File: src/rtl/imem_dmem_port_arbiter.sv
// Arbitrates one single-ported unified memory between instruction fetch and data access,
// with data priority, a bounded fetch-starvation streak and branch-kill suppression of fetch acks.
module imem_dmem_port_arbiter #(
  parameter int unsigned ADDR_W          = 32,
  parameter int unsigned DATA_W          = 32,
  parameter int unsigned MAX_DATA_STREAK = 4
) (
  input  logic                clk,
  input  logic                rst_n,
  input  logic                if_req,
  input  logic [ADDR_W-1:0]   if_addr,
  input  logic                if_kill,
  output logic                if_ack,
  output logic [DATA_W-1:0]   if_rdata,
  input  logic                d_req,
  input  logic                d_we,
  input  logic [DATA_W/8-1:0] d_be,
  input  logic [ADDR_W-1:0]   d_addr,
  input  logic [DATA_W-1:0]   d_wdata,
  output logic                d_ack,
  output logic [DATA_W-1:0]   d_rdata,
  output logic                mem_req,
  output logic                mem_we,
  output logic [DATA_W/8-1:0] mem_be,
  output logic [ADDR_W-1:0]   mem_addr,
  output logic [DATA_W-1:0]   mem_wdata,
  input  logic                mem_ack,
  input  logic [DATA_W-1:0]   mem_rdata,
  output logic                stall_f,
  output logic                stall_m
);

  localparam int unsigned BE_W     = DATA_W / 8;
  localparam int unsigned STREAK_W = $clog2(MAX_DATA_STREAK + 1);
  localparam logic [STREAK_W-1:0] STREAK_MAX = STREAK_W'(MAX_DATA_STREAK);

  typedef enum logic [1:0] {
    IDLE    = 2'd0,
    BUSY_I  = 2'd1,
    BUSY_D  = 2'd2,
    DRAIN_I = 2'd3
  } arbState_e;

  arbState_e           state;
  logic [STREAK_W-1:0] streak;
  logic                grantD;
  logic                grantI;

  // Data wins unless a waiting fetch has already sat through a full data streak.
  always_comb begin
    grantD = 1'b0;
    grantI = 1'b0;
    if (state == IDLE) begin
      grantD = d_req & (~if_req | (streak != STREAK_MAX));
      grantI = if_req & ~grantD;
    end
  end

  // A kill landing in the completion cycle still swallows the fetch ack.
  assign d_ack    = (state == BUSY_D) & mem_ack;
  assign if_ack   = (state == BUSY_I) & mem_ack & ~if_kill;
  assign if_rdata = mem_rdata;
  assign d_rdata  = mem_rdata;
  assign stall_f  = rst_n & if_req & ~if_ack;
  assign stall_m  = rst_n & d_req & ~d_ack;

  always_ff @(posedge clk or negedge rst_n) begin
    if (!rst_n) begin
      state     <= IDLE;
      streak    <= '0;
      mem_req   <= 1'b0;
      mem_we    <= 1'b0;
      mem_be    <= '0;
      mem_addr  <= '0;
      mem_wdata <= '0;
    end else begin
      case (state)
        IDLE: begin
          if (!if_req || grantI) begin
            streak <= '0;
          end else if (grantD && (streak != STREAK_MAX)) begin
            streak <= streak + STREAK_W'(1);
          end
          if (grantD) begin
            mem_req   <= 1'b1;
            mem_we    <= d_we;
            mem_be    <= d_be;
            mem_addr  <= d_addr;
            mem_wdata <= d_wdata;
            state     <= BUSY_D;
          end else if (grantI) begin
            mem_req   <= 1'b1;
            mem_we    <= 1'b0;
            mem_be    <= {BE_W{1'b1}};
            mem_addr  <= if_addr;
            mem_wdata <= '0;
            state     <= if_kill ? DRAIN_I : BUSY_I;
          end
        end
        BUSY_I: begin
          if (mem_ack) begin
            mem_req <= 1'b0;
            state   <= IDLE;
          end else if (if_kill) begin
            state <= DRAIN_I;
          end
        end
        BUSY_D, DRAIN_I: begin
          if (mem_ack) begin
            mem_req <= 1'b0;
            state   <= IDLE;
          end
        end
        default: state <= IDLE;
      endcase
    end
  end

endmodule
File: config.mk
export PLATFORM = sky130hd
export DESIGN_NAME = imem_dmem_port_arbiter
export DESIGN_NICKNAME = d
export VERILOG_FILES = /design/src/rtl/imem_dmem_port_arbiter.sv
export SDC_FILE = /design/constraint.sdc
export NUM_CORES = 1
export LEC_CHECK = 0
export CAP_MARGIN = 20
export CELL_PAD_IN_SITES_DETAIL_PLACEMENT = 1
export CELL_PAD_IN_SITES_GLOBAL_PLACEMENT = 2
export CORE_UTILIZATION = 20
export CTS_BUF_LIST = sky130_fd_sc_hd__clkbuf_8 sky130_fd_sc_hd__clkbuf_16
export DETAILED_ROUTE_END_ITERATION = 8
export PLACE_DENSITY_LB_ADDON = 0.1
export SYNTH_ARGS = -nofsm -noshare
export SYNTH_HDL_FRONTEND = slang
export SYNTH_SLANG_ARGS = --single-unit
File: constraint.sdc
create_clock -name clk -period 2.6 [get_ports clk]
set_input_delay 0.65 -clock clk [delete_from_list [all_inputs] [get_ports clk]]
set_output_delay 0.65 -clock clk [all_outputs]
set_load 0.03 [all_outputs]
==> flow_summary.ini, run 1 <==
[routing]
firstDrtPassIters = 4
drt_wl_total_mm = 12.03
vias_per_cell = 4.303
post_drt_wl_per_cell_um = 18.71
vias = 2767
antenna_left = 0
drtIter0Drc = 82
drc_errors = 0

[worst_setup_path]
worst_ep_required_time_ns = 1.95
r2r-start = streak[0]
startpoint_type = input port
reg2regPathDepth = 5
r2r-end = mem_addr[19]
worst_ep_arrival_time_ns = 1.76
end_kind = output pin
critPathKind = in -> out
reg2reg_setup_slack_ns = 0.71
path_max_fanout = 2

[clock_tree]
clk_latency_ns = 0.34
post_cts_buffers = 0
h-tree-depth = 3
path_clk_slew_ns = 0.06
clock_path_buffers = 2
numCtsBuffers = 9
cts_tree = yes
root_buffer = clkbuf_16
cts.sinks = 75

[pwr]
leakagePower_uw = 0.002287
ir_worst_vdd_uv = 333.9
power.total_uw = 6882
power_density_nw_per_um2 = 1248

[placed_design]
gp_congestion = 0.7448
hpwl_mm = 8.210
dp.cells = 628
io_buffer_count = 180

[floorplanning]
dieArea_sq_um = 18550
start_util_pct = 20.68
core_sq_um = 17420
die_w_um = 136.2
num_rows = 48
boundaryPins = 277
die_h_um = 136.2

[final_layout]
fill_cells = 1891
post_route_cells_drive_above_1_share_pct = 8.612
area_growth_pct = 53.07
fin_cells = 643
layout.nets = 555
antenna_cells = 0
finish.utilization_pct = 31.66

[global_routing]
grtUsageMet2_pct = 21.71
overflow = 0
grt_busiest_layer = met2
grt_use_met3_pct = 3.393
grt_usage_pct = 13.39
antenna_found_initial = 0
grt_max_degree = 67
grt_pass1_wl_mm = 18.29
grt_pass1_vias = 3062
met1_usage_pct = 16.46

[synth]
ys.flop_type = dfrtp_1
synth_top_cell_area_share_pct = 52.10
synthAdderAreaFrac_pct = 0.6947
synth_seq_area_share_pct = 52.10
synth.mux.area_fraction_pct = 0
ys_warn_count = 0
yosys.area_share.simple_pct = 3.473
synth_xor_area_share_pct = 0
synth_compound_area_share_pct = 26.47
postSynth.asyncResetShare_pct = 100.0
synth_top_area_cell = dfrtp_1
synth_edf_count = 0
synth_area_leaders = dfrtp_1 (52%), buf_4 (13%), a221o_1 (9.2%)
ys_types = 28
syn_nets = 438
synth_top_family_by_area = compound AO/OA/AOI/OAI gates
synth_seq_cells = 75
synthCells = 297
synth_area_sq_um = 3602
syn_area_per_cell_sq_um = 12.13

[sta]
period_minus_slack_ns = 2.409
slew_viol_final = 0
setup_viol = 0
fin_setup_tns_ns = 0
fin_crit_sh_pct = 92.64
fmaxAchievable_ghz = 0.4152
final-hold-violation-count = 0
tightestPinTransition_ns = 0.8236
clock_skew_ns = 0.007068
slew_headroom_pct = 45.09
whs_ns = 0.3415
rsz0062_at_grt = no

[min_path]
hold_class = in -> async

[flow_run]
max_cap_violations = 0

[outcome]
outcome = finished clean
==> how the worst max path moves through the flow <==
stage / endpoint / from / slack, ns
after floorplan: stall_f / mem_ack / 0.25
final: if_ack / mem_ack / 0.19
after global routing: if_ack / mem_ack / 0.12
after detailed placement: stall_f / mem_ack / -0.19
after global placement: stall_f / mem_ack / -0.16
after CTS: stall_f / mem_ack / 0.04
==> power by group <==
group	internal [uW]	switching (uW)	total (uW)
Sequential	1680	291	1970
Combinational	1570	1910	3480
Clock	927	501	1430
Total	4180	2700	6880
==> critical path, stage by stage <==
cell	delay, ns
clkdlybuf4s50_1	0.49
inv_1	0.07
nor4b_2	0.26
buf_4	0.15
buf_4	0.14
==> flip-flops by register name, summed over array words and instances (netlist names) <==
register   cells
mem_addr      32
mem_be         4
mem_req        1
mem_wdata     32
mem_we         1
state          2
streak         3
==> cell usage after synthesis (3+ instances only) <==
library cell	n
a22o_1	34
dfrtp_1	75
nand2_1	6
nand3_1	3
nor2_1	4
a221o_1	33
a21boi_0	31
o21ai_0	3
buf_4	64
o22a_1	4
clkbuf_1	5
buf_6	5
buf_2	11
inv_1	3
==> timing repair <==
action                     in CTS  in global routing
setup endpoints to repair       1                  1
resized for setup               1                  2
hold buffers                    0                  0
==> cell type report <==
type	instances	area [sq um]	area share, %
clock inverter	6	106.4	1.929
clock buffer	9	225.2	4.084
tap	225	281.5	5.106
multi-input combinational	134	1119	20.29
inverter	3	11.26	0.2042
sequential	75	1877	34.04
timing repair buffer	191	1894	34.35
==> kinds of logic after synthesis <==
kind of cell | Yosys count
AND/OR/NAND/NOR | 22
adder cells (fa/ha/maj) | 2
buffers and inverters | 88
AO/OA/AOI/OAI | 110
flip-flops | 75
==> placed cells by master (no fill, tap or decap), drive strengths merged <==
cell type,synthesis,final
nor2b,1,1
ha,2,2
nor4b,1,1
buf,80,15
or2,2,2
a21boi,33,33
nand2,6,6
clkbuf,5,10
a22o,34,34
nand4,1,1
and2,1,1
nor2,4,4
o22a,4,4
bufinv,0,3
a32oi,1,1
dfrtp,75,75
clkdlybuf4s50,0,175
a21o,2,2
and3,1,1
inv,3,4
nand2b,1,1
clkinv,0,1
a221o,33,33
clkinvlp,0,1
nor3b,1,1
o21ai,3,3
nand3,3,3
==> metrics by stage <==
stage / cell area, sq um / worst slack (ns)
after floorplan: 3608 / 0.2548
after global placement: 5187 / -0.1553
after detailed placement: 5187 / -0.1905
after CTS: 5518 / 0.03819
after global routing: 5514 / 0.1195
final: 5514 / 0.1914
==> metal layers <==
metal	routed length [um]	vias up
met5	0	-
met4	227	0
met2	5924	90
met3	803	21
met1	5072	1382
li1	-	1274
(Power assumes the default switching activity.)
==> run 2: changes to the inputs <==
ABC_AREA = 1   (was default)
MAX_ROUTING_LAYER = met4   (was default)
SLEW_MARGIN = 25   (was default)
==> flow_summary.ini, run 2 <==
[outcome]
outcome = finished clean

[floorplanning]
num_rows = 51
start_util_pct = 20.52
dieArea_sq_um = 20670
boundaryPins = 277
die_h_um = 143.8
core_sq_um = 19590
die_w_um = 143.8

[sta]
clock_skew_ns = 0.006987
fin_setup_tns_ns = 0
fin_crit_sh_pct = 92.51
postLayoutSetupSlackWorst_ns = 0.1947
rsz0062_at_grt = no
slew_headroom_pct = 58.93
fmaxAchievable_ghz = 0.4157
slew_viol_final = 0
period_minus_slack_ns = 2.405
setup_viol = 0
final-hold-violation-count = 0
tightestPinTransition_ns = 0.6161
whs_ns = 0.3666

[synth]
postSynth.asyncResetShare_pct = 100.0
synth_seq_area_share_pct = 46.69
syn_area_per_cell_sq_um = 8.778
ys.flop_type = dfrtp_1
synth_area_sq_um = 4020
synth_top_cell_area_share_pct = 46.69
synth_commonest_cells = nand2_1 (141), dfrtp_1 (75), buf_4 (64)
ys_warn_count = 0
synth_area_leaders = dfrtp_1 (47%), nand2_1 (13%), buf_4 (12%)
synthCells = 458
syn_nets = 599
synth_top_area_cell = dfrtp_1
synth.most_common_cell = nand2_1
ys_types = 19
synth_seq_cells = 75
synth_edf_count = 0

[routing]
vias = 3330
drt_wl_total_mm = 12.56
drtIter0Drc = 85
firstDrtPassIters = 4
post_drt_wl_per_cell_um = 14.84
antenna_left = 0
drc_errors = 0
vias_per_cell = 3.936

[global_routing]
grt_pass1_vias = 3610
grt_pass1_wl_mm = 19.38
antenna_found_initial = 0
grt_usage_pct = 12.90
overflow = 0
grt_max_degree = 45

[worst_setup_path]
worst_ep_arrival_time_ns = 1.76
critPathKind = in -> out
worst_ep_required_time_ns = 1.95
endpoint = stall_f
startpoint_type = input port
startpoint = mem_ack
end_kind = output pin
r2r-start = state[0]
r2r-end = mem_wdata[12]
reg2regPathDepth = 6
reg2reg_setup_slack_ns = 1.00
path_max_fanout = 5

[placed_design]
dp.cells = 831
io_buffer_count = 180
gp_congestion = 0.7220
dpl-instance-area_sq_um = 5663
hpwl_mm = 8.876
dp_slack_ns = 0.2019

[final_layout]
post_route_cells_drive_above_1_share_pct = 17.56
final_common_cell = clkdlybuf4s50_1
antenna_cells = 0
layout.nets = 718
fin_cells = 846
stdcell_area_sq_um = 5958
area_growth_pct = 48.21
layout_common_cells = clkdlybuf4s50_1 (175), nand2_1 (141), dfrtp_1 (75)
reg_top3 = mem_addr x32, mem_wdata x32, mem_be x4

[clock_tree]
ctsResizeCount = 0
post_cts_buffers = 0
clock_path_buffers = 2
root_buffer = clkbuf_16
h-tree-depth = 3
cts.sinks = 75
path_clk_slew_ns = 0.06
numCtsBuffers = 9
cts_tree = yes
clk_latency_ns = 0.33
cts_hold_buf = 0

[pwr]
power_frac_seq_pct = 28.6
comb_power_share_pct = 53.3
leakagePower_uw = 0.002761
ir_worst_vdd_uv = 352.7
power_density_nw_per_um2 = 1167
sw_frac_of_total_pct = 42.85
power_switching_uw = 2979
p_clk_share_pct = 18.1
cellInternalPower_uw = 3974

[flow_run]
max_cap_violations = 0

[min_path]
hold_class = in -> async
-- run 2: critical path, cell delays in order --
cell,delay (ns)
clkdlybuf4s50_1,0.47
inv_1,0.08
nor3_1,0.28
nor3_1,0.09
buf_4,0.18
-- run 2: stage by stage --
| step | total power [uW] | utilization [%] |
|---|---|---|
| finish | 6953 | 30.41 |
| global placement | 5742 | 28.91 |
| global route | 7466 | 30.41 |
| detailed placement | 5803 | 28.91 |
| floorplan | 4321 | - |
| CTS | 7130 | 30.41 |
-- run 2: logic make-up after synthesis --
kind of cell               count (synthesis)  share of synthesized area, %
DFF                                       75                         46.69
adders and majority gates                  2                        0.6224
and+or+nand+nor                          267                         32.99
buffers and inverters                    105                         18.49
AOI/OAI and AO/OA                          9                         1.214
-- run 2: power by group through the flow --
stage,Clock [uW],Combinational [uW],Sequential (uW)
2_1_floorplan,0,1390,2930
3_3_place_gp,0,3760,1990
3_5_place_dp,0,3800,2000
4_1_cts,1320,3810,2000
5_1_grt,1360,4030,2070
6_report,1260,3710,1990
-- run 2: layout make-up --
type / instances / area [sq um]
Inverter: 21 / 80.08
Clock inverter: 4 / 42.54
Clock buffer: 11 / 252.7
Timing Repair Buffer: 192 / 1967
Sequential cell: 75 / 1877
Tap cell: 265 / 331.6
Multi-Input combinational cell: 278 / 1408
Fill cell: 2292 / 13630
-- run 2: how the worst min path moves through the flow --
stage | from | cells past startpoint | end | slack, ns
after floorplan | rst_n | 0 | mem_addr[0] | 0.35
after global placement | mem_wdata[12] | 2 | mem_wdata[12] | 0.46
after detailed placement | mem_wdata[11] | 2 | mem_wdata[11] | 0.47
after CTS | rst_n | 2 | state[0] | 0.38
after global routing | rst_n | 2 | state[0] | 0.40
final | rst_n | 2 | state[0] | 0.37
-- run 2: routing by layer --
| layer | GRT usage [%] | share of wire, % | up-vias |
|---|---|---|---|
| met2 | 20.01 | 46 | 127 |
| met1 | 15.10 | 43 | 1575 |
| met3 | 4.499 | 8.7 | 21 |
| met4 | 5.431 | 1.7 | 0 |
| met5 | - | 0 | - |
| li1 | - | - | 1607 |
